===== src/rtl/zports_regs.sv =====
`default_nettype none
// ============================================================================
// Module   : zports_regs
// Purpose  : Control-register and interrupt block behind the ZX-bus port
//            decoder. Brings asynchronous Z80 port writes into the fclk
//            domain, holds the W5300 ROM-window mapping, produces timed reset
//            pulses for the W5300 and SL811 and merges their interrupts into
//            a single ZX-bus interrupt request.
// Revision : 1.0 - initial release
// ----------------------------------------------------------------------------
// Ports
//   fclk           in   system clock
//   rst_n          in   asynchronous active-low reset
//   ports_wrena    in   decoded register-space write enable (async)
//   ports_wrstb_n  in   Z80 write strobe, active low (async)
//   ports_addr     in   register address (async)
//   ports_wrdata   in   write data (async)
//   ports_rddata   out  read data for ports_addr (combinational)
//   rommap_win     out  16K window select (A15:14)
//   rommap_ena     out  mapping window enable
//   w5300_rst_n    out  W5300 reset, active low
//   sl811_rst_n    out  SL811 reset, active low
//   w5300_int_n    in   W5300 interrupt, active low (async)
//   sl811_int_n    in   SL811 interrupt, active low (async)
//   zint_n         out  ZX-bus interrupt request, active low, registered
// Register map
//   0 SL811 data port (writes ignored, reads 0xFF)
//   1 ROMMAP  bit7 ena, bits1:0 win
//   2 CTRL    wr bit0/bit1 start reset pulse; bits5:4 irq enables (s,w)
//             rd bit0/bit1 pulse busy; bits5:4 enables
//   3 STATUS  rd bit0/1 pending, bit4/5 raw irq level; wr 1 clears pending
// ============================================================================
module zports_regs #(
    parameter int RST_LEN = 256     // reset pulse length in fclk cycles, 1..1023
) (
    input  logic       fclk,
    input  logic       rst_n,
    input  logic       ports_wrena,
    input  logic       ports_wrstb_n,
    input  logic [1:0] ports_addr,
    input  logic [7:0] ports_wrdata,
    output logic [7:0] ports_rddata,
    output logic [1:0] rommap_win,
    output logic       rommap_ena,
    output logic       w5300_rst_n,
    output logic       sl811_rst_n,
    input  logic       w5300_int_n,
    input  logic       sl811_int_n,
    output logic       zint_n
);

    localparam logic [9:0] c_RST_LEN     = 10'(RST_LEN);
    localparam logic [0:0] c_IDLE        = 1'b0;
    localparam logic [0:0] c_PULSE       = 1'b1;
    localparam logic [1:0] c_ADDR_SLDATA = 2'd0;
    localparam logic [1:0] c_ADDR_ROMMAP = 2'd1;
    localparam logic [1:0] c_ADDR_CTRL   = 2'd2;
    localparam logic [1:0] c_ADDR_STATUS = 2'd3;

    logic [3:0] r_stb_sh;
    logic       w_wr;
    logic       w_wr_rommap;
    logic       w_wr_ctrl;
    logic       w_wr_status;
    logic [1:0] w_start;
    logic [1:0] w_clr;
    logic [1:0] w_int_n;
    logic [1:0] w_busy;
    logic [1:0] w_pend;
    logic [1:0] w_raw;
    logic [1:0] r_ien;
    logic       r_rommap_ena;
    logic [1:0] r_rommap_win;
    logic       r_zint_n;
    logic       w_unused;

    // ------------------------------------------------------------------
    // Write strobe: stages 0..2 synchronize, stage 3 holds the previous
    // synchronized value so the falling edge commits on the 4th edge.
    // Address/data/enable are sampled raw; the bus holds them stable
    // while the strobe is low.
    // ------------------------------------------------------------------
    always_ff @(posedge fclk or negedge rst_n) begin
        if (!rst_n) begin
            r_stb_sh <= 4'hF;
        end else begin
            r_stb_sh <= {r_stb_sh[2:0], ports_wrstb_n};
        end
    end

    assign w_wr        = r_stb_sh[3] & ~r_stb_sh[2] & ports_wrena;
    assign w_wr_rommap = w_wr && (ports_addr == c_ADDR_ROMMAP);
    assign w_wr_ctrl   = w_wr && (ports_addr == c_ADDR_CTRL);
    assign w_wr_status = w_wr && (ports_addr == c_ADDR_STATUS);

    // index 0 = W5300, index 1 = SL811
    assign w_start = {2{w_wr_ctrl}}   & ports_wrdata[1:0];
    assign w_clr   = {2{w_wr_status}} & ports_wrdata[1:0];
    assign w_int_n = {sl811_int_n, w5300_int_n};

    always_ff @(posedge fclk or negedge rst_n) begin
        if (!rst_n) begin
            r_rommap_ena <= 1'b0;
            r_rommap_win <= 2'b00;
            r_ien        <= 2'b00;
        end else begin
            if (w_wr_rommap) begin
                r_rommap_ena <= ports_wrdata[7];
                r_rommap_win <= ports_wrdata[1:0];
            end
            if (w_wr_ctrl) begin
                r_ien <= ports_wrdata[5:4];
            end
        end
    end

    // ------------------------------------------------------------------
    // Per-device reset pulse generator and interrupt pending logic
    // ------------------------------------------------------------------
    for (genvar gi = 0; gi < 2; gi++) begin : g_dev
        logic [0:0] r_state;
        logic [9:0] r_cnt;
        logic [1:0] r_isync;
        logic       r_iprev;
        logic       r_pend;
        logic       w_fall;

        // Comes out of reset already in PULSE so the device is held in
        // reset for RST_LEN cycles after rst_n releases. A start request
        // in PULSE reloads the counter, stretching the pulse.
        always_ff @(posedge fclk or negedge rst_n) begin
            if (!rst_n) begin
                r_state <= c_PULSE;
                r_cnt   <= c_RST_LEN;
            end else if (w_start[gi]) begin
                r_state <= c_PULSE;
                r_cnt   <= c_RST_LEN;
            end else if (r_state == c_PULSE) begin
                if (r_cnt == 10'd1) begin
                    r_state <= c_IDLE;
                end
                r_cnt <= r_cnt - 10'd1;
            end
        end

        always_ff @(posedge fclk or negedge rst_n) begin
            if (!rst_n) begin
                r_isync <= 2'b11;
                r_iprev <= 1'b1;
            end else begin
                r_isync <= {r_isync[0], w_int_n[gi]};
                r_iprev <= r_isync[1];
            end
        end

        assign w_fall = r_iprev & ~r_isync[1];

        // A device held in reset cannot raise a meaningful interrupt, so
        // its flag is kept clear. A new edge beats a simultaneous clear.
        always_ff @(posedge fclk or negedge rst_n) begin
            if (!rst_n) begin
                r_pend <= 1'b0;
            end else if (r_state == c_PULSE) begin
                r_pend <= 1'b0;
            end else if (w_fall) begin
                r_pend <= 1'b1;
            end else if (w_clr[gi]) begin
                r_pend <= 1'b0;
            end
        end

        assign w_busy[gi] = (r_state == c_PULSE);
        assign w_pend[gi] = r_pend;
        assign w_raw[gi]  = ~r_isync[1];
    end

    always_ff @(posedge fclk or negedge rst_n) begin
        if (!rst_n) begin
            r_zint_n <= 1'b1;
        end else begin
            r_zint_n <= ~|(w_pend & r_ien);
        end
    end

    always_comb begin
        ports_rddata = 8'h00;
        case (ports_addr)
            c_ADDR_SLDATA: ports_rddata = 8'hFF;
            c_ADDR_ROMMAP: ports_rddata = {r_rommap_ena, 5'b00000, r_rommap_win};
            c_ADDR_CTRL:   ports_rddata = {2'b00, r_ien, 2'b00, w_busy};
            c_ADDR_STATUS: ports_rddata = {2'b00, w_raw, 2'b00, w_pend};
            default:       ports_rddata = 8'h00;
        endcase
    end

    assign rommap_ena  = r_rommap_ena;
    assign rommap_win  = r_rommap_win;
    assign w5300_rst_n = ~w_busy[0];
    assign sl811_rst_n = ~w_busy[1];
    assign zint_n      = r_zint_n;

    // write-data bits with no register behind them
    assign w_unused = ^{ports_wrdata[6], ports_wrdata[3:2]};

endmodule

`default_nettype wire


===== config.mk =====
export PLATFORM = sky130hd
export DESIGN_NAME = zports_regs
export DESIGN_NICKNAME = d
export VERILOG_FILES = /design/src/rtl/zports_regs.sv
export SDC_FILE = /design/constraint.sdc
export NUM_CORES = 1
export LEC_CHECK = 0
export CAP_MARGIN = 20
export CORE_UTILIZATION = 30
export CTS_BUF_LIST = sky130_fd_sc_hd__clkbuf_16
export CTS_CLUSTER_SIZE = 24
export DETAILED_ROUTE_END_ITERATION = 10
export GPL_ROUTABILITY_DRIVEN = 0
export GPL_TIMING_DRIVEN = 0
export REMOVE_ABC_BUFFERS = 1
export SLEW_MARGIN = 15
export SYNTH_ARGS = -nofsm -noshare
export SYNTH_HDL_FRONTEND = slang
export SYNTH_SLANG_ARGS = --single-unit

===== constraint.sdc =====
create_clock -name fclk -period 1.8 [get_ports fclk]
set_input_delay 0.18 -clock fclk [delete_from_list [all_inputs] [get_ports fclk]]
set_output_delay 0.18 -clock fclk [all_outputs]
set_load 0.01 [all_outputs]

==> flow_metrics.py, run 1 <==
metrics = {
    "setup_path": {
        "timing.rr.end": "g_dev[1].r_cnt[7]",
        "cp-endpoint": "g_dev[1].r_cnt[7]",
        "r2r-start": "g_dev[1].r_state",
        "critPathKind": "reg2reg",
        "cp.arrival_ns": 1.94,
        "worst_r2r_path_depth": 3,
        "cp-start-kind": "flop",
        "startpoint": "g_dev[1].r_state",
        "cp.required_ns": 2.01,
        "r2r_setup_slack_ns": 0.07,
        "critPathCaptureType": "flop",
        "cp_max_fo": 6,
    },
    "global_route": {
        "grtUsageTotal_pct": 12.5,
        "grt_max_degree": 23,
        "grt_pass1_wl_mm": 5.99,
        "overflow": 0,
        "grt_pass1_vias": 1242,
        "antenna_found_initial": 0,
    },
    "synthesis": {
        "synth-main-ff-cell": "dfrtp_1",
        "syn_area_per_cell_um2": 11.1,
        "ys_ff_latch": 40,
        "synth_edf_count": 0,
        "synthArstFlopShare_pct": 100,
        "syn_area_mm2": 0.00184,
        "synthDistinctLibCells": 38,
        "synth_seq_area_share_pct": 55.4,
        "yosys_warnings": 0,
        "synthCells": 166,
    },
    "clock_network": {
        "cts_tree": "yes",
        "clk_path_buf_depth": 2,
        "clock_latency_ns": 0.28,
        "cts_root_buf": "clkbuf_16",
        "h-tree-depth": 2,
        "clock_sinks": 40,
        "numCtsBuffers": 5,
        "clk_pin_slew_ns": 0.06,
    },
    "sta": {
        "drv_slew": 0,
        "period_share_pct": 96.3,
        "finalHoldViolCount": 0,
        "finClkSkew_ns": 0.00815,
        "slew_headroom_pct": 62.6,
        "setup_violations": 0,
        "period_minus_slack_ns": 1.73,
        "timing.hold.ws_ns": 0.301,
        "fin_ws_ns": 0.0666,
        "tightest_slew_ns": 0.559,
        "rsz0062_at_grt": "false",
        "clock.fmax_ghz": 0.577,
    },
    "pwr": {
        "irDropWorstVdd_v": 0.000512,
        "internal-power_w": 0.00266,
        "p_leak_nw": 0.991,
        "switching_share_pct": 28.6,
        "clkPwrFrac_pct": 34.9,
        "p_per_area_mw_per_mm2": 1530,
        "p_seq_share_pct": 39.5,
        "comb_power_share_pct": 25.7,
        "p_switching_w": 0.00107,
        "p_total_w": 0.00373,
    },
    "floorplan": {
        "die_x_um": 80.3,
        "io_pins": 30,
        "rows": 28,
        "core_mm2": 0.00592,
        "die_h_um": 80.3,
        "initial_utilization_pct": 31.1,
        "die_area_mm2": 0.00645,
    },
    "layout": {
        "drive_gt1_share_pct": 23.4,
        "synthToLayoutAreaGrowth_pct": 32.5,
        "layout_common_cells": "dfrtp_1 (25), clkdlybuf4s50_1 (21), dfstp_2 (15)",
        "layout_commonest_cell": "dfrtp_1",
        "final_util_pct": 41.2,
        "finalNetCount": 216,
        "num_antenna_cells": 0,
        "design_area_mm2": 0.00244,
    },
    "flow_run": {
        "maxCapViolations": 0,
    },
    "placement": {
        "detailed_place.area_mm2": 0.00215,
        "place_hpwl_mm": 2.38,
        "numPortBuffers": 26,
        "dpl_worst_slack_ns": -0.219,
    },
    "outcome": {
        "status": "completed",
    },
    "detailed_routing": {
        "drt_iter0_drc": 81,
        "viasPerCell": 4.84,
        "drt-total-wl_mm": 3.50,
        "drc_errors": 0,
        "wl_per_cell_um": 12.9,
        "drtPass1Iterations": 4,
        "num_vias": 1317,
        "postRouteAntennaNets": 0,
    },
    "hold_path": {
        "timing.hold.worst.class": "in2reg",
    },
}
## power groups by stage
stage | logic [W] | registers [W] | clock network [W]
finish | 0.000956 | 0.00147 | 0.00130
detailed placement | 0.000869 | 0.00149 | 0
CTS | 0.000929 | 0.00147 | 0.00132
global route | 0.00109 | 0.00153 | 0.00135
floorplan | 0.000601 | 0.00143 | 0
global placement | 0.000835 | 0.00149 | 0
## state kept, by name, indices dropped and copies added, names as in the netlist
name and flops:
g_dev.r_state 2, r_stb_sh 4, rommap_win 2, g_dev.r_iprev 2
zint_n 1, rommap_ena 1, g_dev.r_cnt 20, r_ien 2
g_dev.r_isync 4, g_dev.r_pend 2
## routing by layer
layer  global-route usage [%]  share of wire (%)  vias up
met3                     3.86                4.2        7
met5                        0                  0        -
met2                     18.5                 48       26
met1                     16.6                 47      633
li1                         -                  -      651
met4                     5.36                1.2        0
## kinds of logic after synthesis
family,after synthesis,synth area share (%)
and+or+nand+nor,55,17.8
DFF,40,55.4
AOI/OAI and AO/OA,35,11.7
buffers and inverters,18,4.83
muxes,8,4.69
xor gates and xnor gates,6,2.86
adders and majority gates,4,2.72
## how the worst min path moves through the flow
stage                   from                  end  slack, ns  depth (start not counted)
2_1_floorplan          rst_n    g_dev[0].r_cnt[0]      -0.12                          0
3_3_place_gp     r_stb_sh[0]          r_stb_sh[1]       0.35                          0
3_5_place_dp           rst_n    g_dev[0].r_cnt[2]       0.17                          1
4_1_cts        ports_wrstb_n          r_stb_sh[0]       0.30                          1
5_1_grt          sl811_int_n  g_dev[1].r_isync[0]       0.30                          1
6_report         w5300_int_n  g_dev[0].r_isync[0]       0.30                          1
## final cells by class
cell class | count | area [µm²]
Timing Repair Buffer | 34 | 329
Fill cell | 555 | 3480
Inverter | 7 | 26.3
Clock buffer | 5 | 125
Sequential cell | 40 | 1020
Multi-Input combinational cell | 108 | 753
Clock inverter | 3 | 90.1
Tap cell | 75 | 93.8
## cell usage after synthesis, drive strengths merged (2+ instances only)
master / instances / area, µm²
dfstp: 15 / 394
or2: 2 / 12.5
o21ai: 6 / 30.0
nand3: 2 / 10.0
inv: 7 / 26.3
or4: 6 / 45.0
nor2b: 2 / 12.5
a211oi: 2 / 15.0
nor4: 3 / 18.8
nand2b: 4 / 25.0
xnor2: 2 / 17.5
o31a: 2 / 17.5
nand3b: 4 / 30.0
or4b: 3 / 30.0
nand2: 4 / 15.0
nor2: 14 / 52.6
dfrtp: 25 / 626
nor3: 2 / 10.0
xor2: 4 / 35.0
ha: 4 / 50.1
mux2i: 3 / 30.0
buf: 6 / 43.8
o31ai: 5 / 37.5
o22ai: 3 / 18.8
clkbuf: 5 / 18.8
a21oi: 13 / 65.1
mux2: 5 / 56.3
or3: 6 / 37.5
## through the flow
stage | setup TNS, ns | std cells
floorplan | 0 | 155
global placement | -17.87 | 256
detailed placement | -4.23 | 257
CTS | 0 | 269
global route | 0 | 272
finish | 0 | 272
## critical path: stages (launching register included)
cell	delay [ns]
dfstp_2	0.58
or4b_4	0.52
or4_1	0.41
a21oi_1	0.15
## repair_timing
item                       CTS  global route
gates cloned                 0             0
gates resized for setup      6             6
pin swaps                    0             0
setup endpoints to repair   12            17
hold endpoints to repair    13             0
hold buffers                 1             0
setup buffers                3             3
Power figures use the tool's default switching activity.
==> run 2, diff against run 1 <==
- HOLD_SLACK_MARGIN: unset -> 0.03
- REMOVE_ABC_BUFFERS: 1 -> unset
==> run 2 against run 1 <==
Flip-flop and latch count stayed put. Worst hold slack got worse by 0.00067 ns. Clock power down 23%. Clock skew decreased by 0.0044 ns. Global-route usage rose by 1.9 points. Die area did not move. Worst setup slack got worse by 0.0075 ns. Critical path depth rose by 1. Combinational power up 9.8%. Register-to-register slack is essentially flat. First-iteration DRC count increased by 16%. Non-clock buffer count up 9.
==> flow_metrics.py, run 2 (same netlist as run 1, synthesis figures left out) <==
metrics = {
    "floorplan": {
        "die_area_mm2": 0.00645,
        "die_h_um": 80.3,
        "die_x_um": 80.3,
        "rows": 28,
        "initial_utilization_pct": 31.1,
        "core_mm2": 0.00592,
        "io_pins": 30,
    },
    "layout": {
        "finalNetCount": 225,
        "reg_top3": "g_dev.r_cnt: 20 flops, g_dev.r_isync: 4 flops, r_stb_sh: 4 flops",
        "layout_common_cells": "dfrtp_1 (25), clkdlybuf4s50_1 (19), dfstp_2 (15)",
        "layout_commonest_cell": "dfrtp_1",
        "largest-register": "g_dev.r_cnt",
        "largest_register_ffs": 20,
        "drive_gt1_share_pct": 27.2,
        "design_area_mm2": 0.00248,
        "num_antenna_cells": 0,
        "synthToLayoutAreaGrowth_pct": 34.8,
    },
    "pwr": {
        "p_leak_nw": 1.02,
        "irDropWorstVdd_v": 0.000587,
        "p_per_area_mw_per_mm2": 1410,
    },
    "setup_path": {
        "critPathKind": "reg2reg",
        "cp.required_ns": 2.01,
        "critPathCaptureType": "flop",
        "cp_max_fo": 5,
        "cp-start-kind": "flop",
        "r2r_setup_slack_ns": 0.06,
        "startpoint": "g_dev[1].r_state",
        "cp.arrival_ns": 1.95,
        "r2r-start": "g_dev[1].r_state",
    },
    "clock_network": {
        "cts_tree": "yes",
        "clk_pin_slew_ns": 0.06,
        "h-tree-depth": 2,
        "clock_sinks": 40,
        "cts_root_buf": "clkbuf_16",
        "clk_path_buf_depth": 2,
        "numCtsBuffers": 5,
        "clock_latency_ns": 0.28,
    },
    "sta": {
        "rsz0062_at_grt": "true",
        "finClkSkew_ns": 0.00375,
        "setup_violations": 0,
        "clock.fmax_ghz": 0.574,
        "finalHoldViolCount": 0,
        "setup_tns_ns": 0,
        "tightest_slew_ns": 0.563,
        "slew_headroom_pct": 62.3,
        "period_minus_slack_ns": 1.74,
        "period_share_pct": 96.7,
        "drv_slew": 0,
    },
    "detailed_routing": {
        "drt_iter0_drc": 94,
        "drtPass1Iterations": 4,
        "postRouteAntennaNets": 0,
        "num_vias": 1378,
        "viasPerCell": 4.90,
        "wl_per_cell_um": 13.6,
        "drt-total-wl_mm": 3.83,
        "drc_errors": 0,
    },
    "outcome": {
        "status": "completed",
    },
    "global_route": {
        "overflow": 0,
        "grt_max_degree": 25,
        "grt_pass1_wl_mm": 6.78,
        "grtUsageTotal_pct": 14.4,
        "grt_pass1_vias": 1351,
        "antenna_found_initial": 0,
    },
    "placement": {
        "place_hpwl_mm": 2.55,
        "numPortBuffers": 26,
        "detailed_place.area_mm2": 0.00221,
    },
    "hold_path": {
        "timing.hold.worst.class": "in2reg",
        "hold_start": "ports_wrstb_n",
    },
    "flow_run": {
        "maxCapViolations": 0,
    },
    "synthesis": {
        "syn-num-nets": 186,
    },
}
## run 2: cell types whose count changed in the layout (fill, tap and decap cells not counted), sizes merged
cell / before / now
buf: 8 / 13
clkbuf: 6 / 9
bufinv: 3 / 1
clkdlybuf4s50: 21 / 19
clkdlybuf4s15: 0 / 1
clkinv: 0 / 1
clkinvlp: 0 / 1
dlygate4sd2: 3 / 4
dlymetal6s2s: 0 / 1
## run 2: timing repair
item	CTS	global route
setup buffers	7	0
setup endpoints to repair	15	13
hold buffers	1	0
gates resized for setup	17	10
hold endpoints to repair	9	0
pin swaps	2	2
gates cloned	0	0
## run 2: final timing paths
check | to | cells after the start
setup / recovery | g_dev[1].r_cnt[7] | 4
hold / removal | r_stb_sh[0] | 1
setup reg to reg | g_dev[1].r_cnt[7] | 4
hold reg to reg | r_stb_sh[2] | 0
max in group asynchronous | g_dev[1].r_state | 3
min in group asynchronous | r_ien[1] | 2
## run 2: per-layer routing
| layer | wire length (µm) | track usage [%] | share of wire, % | vias to the layer above |
|---|---|---|---|---|
| li1 | - | - | - | 674 |
| met1 | 1830 | 19.1 | 48 | 660 |
| met2 | 1670 | 20.4 | 43 | 35 |
| met3 | 218 | 4.55 | 5.7 | 9 |
| met4 | 110 | 8.04 | 2.9 | 0 |
| met5 | 0 | 0 | 0 | - |
## run 2: where the power goes
part / switching [W] / internal, W / total (W)
sequential: 0.000241 / 0.00121 / 0.00145
clock: 0.000351 / 0.000651 / 0.00100
combinational: 0.000502 / 0.000548 / 0.00105
total: 0.00109 / 0.00241 / 0.00350
## run 2: through the flow
| step | power (W) | setup slack, ns | std cells | utilization [%] | hold slack (ns) |
|---|---|---|---|---|---|
| 4_1_cts | 0.00352 | -0.0125 | 283 | 41.6 | 0.291 |
| 3_5_place_dp | 0.00242 | -0.433 | 268 | 37.3 | 0.135 |
| 3_3_place_gp | 0.00237 | -0.473 | 267 | 37.0 | 0.345 |
| 6_report | 0.00350 | 0.0591 | 281 | 41.9 | 0.300 |
| 2_1_floorplan | 0.00209 | 0.00700 | 166 | - | -0.116 |
| 5_1_grt | 0.00378 | 0.00336 | 281 | 41.9 | 0.309 |
## run 2: cell type report
class / instances / area, µm²
tap: 75 / 93.8
clock inverter: 3 / 42.5
clock buffer: 5 / 125
timing repair buffer: 35 / 335
multi-input combinational: 108 / 767
fill: 574 / 3440
sequential: 40 / 1020
inverter: 7 / 26.3
buffer: 8 / 70.1
## run 2: critical path, stage by stage, from the launching register on
cell and delay, ns:
dfstp_2 0.52, buf_6 0.09, or4b_4 0.49, or4_4 0.43, a21oi_2 0.14
==> run 3, diff against run 2 <==
- RECOVER_POWER: unset -> 25
==> run 3 against run 2 <==
Worst hold slack improved by 0.055 ns. Critical endpoint unchanged. Non-clock buffer count stayed put. Cell area hardly changed. Count of clock-buffer cells in the layout is the same. Clock power about the same.
==> flow_metrics.py, run 3 (same netlist as run 1, synthesis figures left out) <==
metrics = {
    "setup_path": {
        "cp_cell_sequence": "buf_6 -> or4b_4 -> or4_4 -> a21oi_2",
        "cp.required_ns": 2.01,
        "slowest_stage": "dfstp_2",
        "r2r_setup_slack_ns": 0.06,
        "cp_max_fo": 5,
        "timing.rr.end": "g_dev[1].r_cnt[7]",
        "critical_path.max_stage_delay_ns": 0.52,
        "cp-start-kind": "flop",
        "critPathKind": "reg2reg",
        "r2r-start": "g_dev[1].r_state",
        "cp.arrival_ns": 1.95,
        "worst_r2r_path_depth": 4,
        "critPathCaptureType": "flop",
    },
    "global_route": {
        "grt_pass1_wl_mm": 6.78,
        "grt_pass1_vias": 1351,
        "grt_max_degree": 25,
        "overflow": 0,
        "antenna_found_initial": 0,
        "grtUsageTotal_pct": 14.4,
    },
    "clock_network": {
        "clk_pin_slew_ns": 0.06,
        "clock_latency_ns": 0.28,
        "clock_sinks": 40,
        "numCtsBuffers": 5,
        "cts_tree": "yes",
        "clk_path_buf_depth": 2,
        "cts_root_buf": "clkbuf_16",
        "h-tree-depth": 2,
    },
    "detailed_routing": {
        "drt-total-wl_mm": 3.85,
        "drt_iter0_drc": 90,
        "postRouteAntennaNets": 0,
        "wl_per_cell_um": 13.7,
        "drtPass1Iterations": 4,
        "viasPerCell": 4.86,
        "num_vias": 1367,
        "drc_errors": 0,
    },
    "layout": {
        "largest-register": "g_dev.r_cnt",
        "layout_commonest_cell": "dfrtp_1",
        "num_antenna_cells": 0,
        "layout_common_cells": "dfrtp_1 (25), clkdlybuf4s50_1 (16), dfstp_2 (14)",
        "final_util_pct": 41.9,
        "drive_gt1_share_pct": 26.2,
        "largest_register_ffs": 20,
        "finalNetCount": 225,
        "synthToLayoutAreaGrowth_pct": 34.8,
        "reg_top3": "g_dev.r_cnt: 20 flops, g_dev.r_isync: 4 flops, r_stb_sh: 4 flops",
    },
    "pwr": {
        "irDropWorstVdd_v": 0.000588,
        "p_per_area_mw_per_mm2": 1410,
        "p_leak_nw": 1.02,
    },
    "hold_path": {
        "hold_start": "r_stb_sh[1]",
        "hold_depth": 0,
        "whs_endpoint": "r_stb_sh[2]",
        "timing.hold.worst.class": "reg2reg",
    },
    "sta": {
        "finClkSkew_ns": 0.00286,
        "tightest_slew_ns": 0.956,
        "period_minus_slack_ns": 1.74,
        "finalHoldViolCount": 0,
        "timing.hold.ws_ns": 0.355,
        "setup_violations": 0,
        "rsz0062_at_grt": "true",
        "period_share_pct": 96.7,
        "clock.fmax_ghz": 0.575,
        "slew_headroom_pct": 36.3,
        "drv_slew": 0,
    },
    "placement": {
        "numPortBuffers": 26,
        "place_hpwl_mm": 2.55,
    },
    "floorplan": {
        "die_x_um": 80.3,
        "die_h_um": 80.3,
        "rows": 28,
        "die_area_mm2": 0.00645,
        "core_mm2": 0.00592,
        "io_pins": 30,
        "initial_utilization_pct": 31.1,
    },
    "synthesis": {
        "syn-num-nets": 186,
    },
    "flow_run": {
        "maxCapViolations": 0,
    },
    "outcome": {
        "status": "completed",
    },
}
[run 3: repair_timing]
item | CTS | global route
hold buffers | 1 | 0
hold endpoints to repair | 9 | 0
resized for setup | 17 | 10
gates cloned | 0 | 0
pin swaps | 2 | 2
endpoints found under the setup margin | 15 | 13
buffers inserted | 7 | 0
[run 3: through the flow]
stage / power, W / cells / TNS, ns / cell area (µm²) / worst slack, ns
3_3_place_gp: 0.00237 / 267 / -17.32 / 2190 / -0.473
6_report: 0.00350 / 281 / 0 / 2480 / 0.0594
2_1_floorplan: 0.00209 / 166 / 0 / 1840 / 0.00700
5_1_grt: 0.00378 / 281 / 0 / 2480 / 0.00336
3_5_place_dp: 0.00242 / 268 / -4.58 / 2210 / -0.433
4_1_cts: 0.00352 / 283 / -0.0244 / 2460 / -0.0125
[run 3: critical path: cells and delay by family (launching register included)]
kind	cells	cell delay (ns)
compound gates	1	0.14
buf+inv	1	0.09
flops	1	0.52
simple gates	2	0.92
[run 3: metal layers]
metal	GRT usage, %	vias up	part of all wire [%]
li1	-	670	-
met1	19.1	657	48
met2	20.4	30	44
met3	4.55	10	5.0
met4	8.04	0	2.9
met5	0	-	0
[run 3: cell type report]
| type | instances | area, µm² |
|---|---|---|
| Clock buffer | 5 | 125 |
| Sequential cell | 40 | 1020 |
| Buffer | 8 | 70.1 |
| Fill cell | 575 | 3440 |
| Inverter | 7 | 26.3 |
| Multi-Input combinational cell | 108 | 767 |
| Timing Repair Buffer | 35 | 334 |
| Clock inverter | 3 | 42.5 |
| Tap cell | 75 | 93.8 |
[run 3: worst max path at each step]
stage	startpoint	to	slack, ns	cells after the start
after CTS	g_dev[1].r_state	g_dev[1].r_cnt[7]	-0.01	5
after floorplan	g_dev[0].r_state	g_dev[0].r_cnt[5]	0.007	5
final	g_dev[1].r_state	g_dev[1].r_cnt[7]	0.06	4
after global placement	rst_n	g_dev[1].r_cnt[6]	-0.47	1
after global routing	r_stb_sh[3]	r_ien[1]	0.003	3
after detailed placement	ports_addr[0]	ports_rddata[4]	-0.43	5
[run 3: report_power, final]
group	internal (W)	leakage [nW]	switching, W
combinational	0.000547	0.479	0.000503
clock	0.000651	0.0798	0.000350
sequential	0.00121	0.464	0.000242
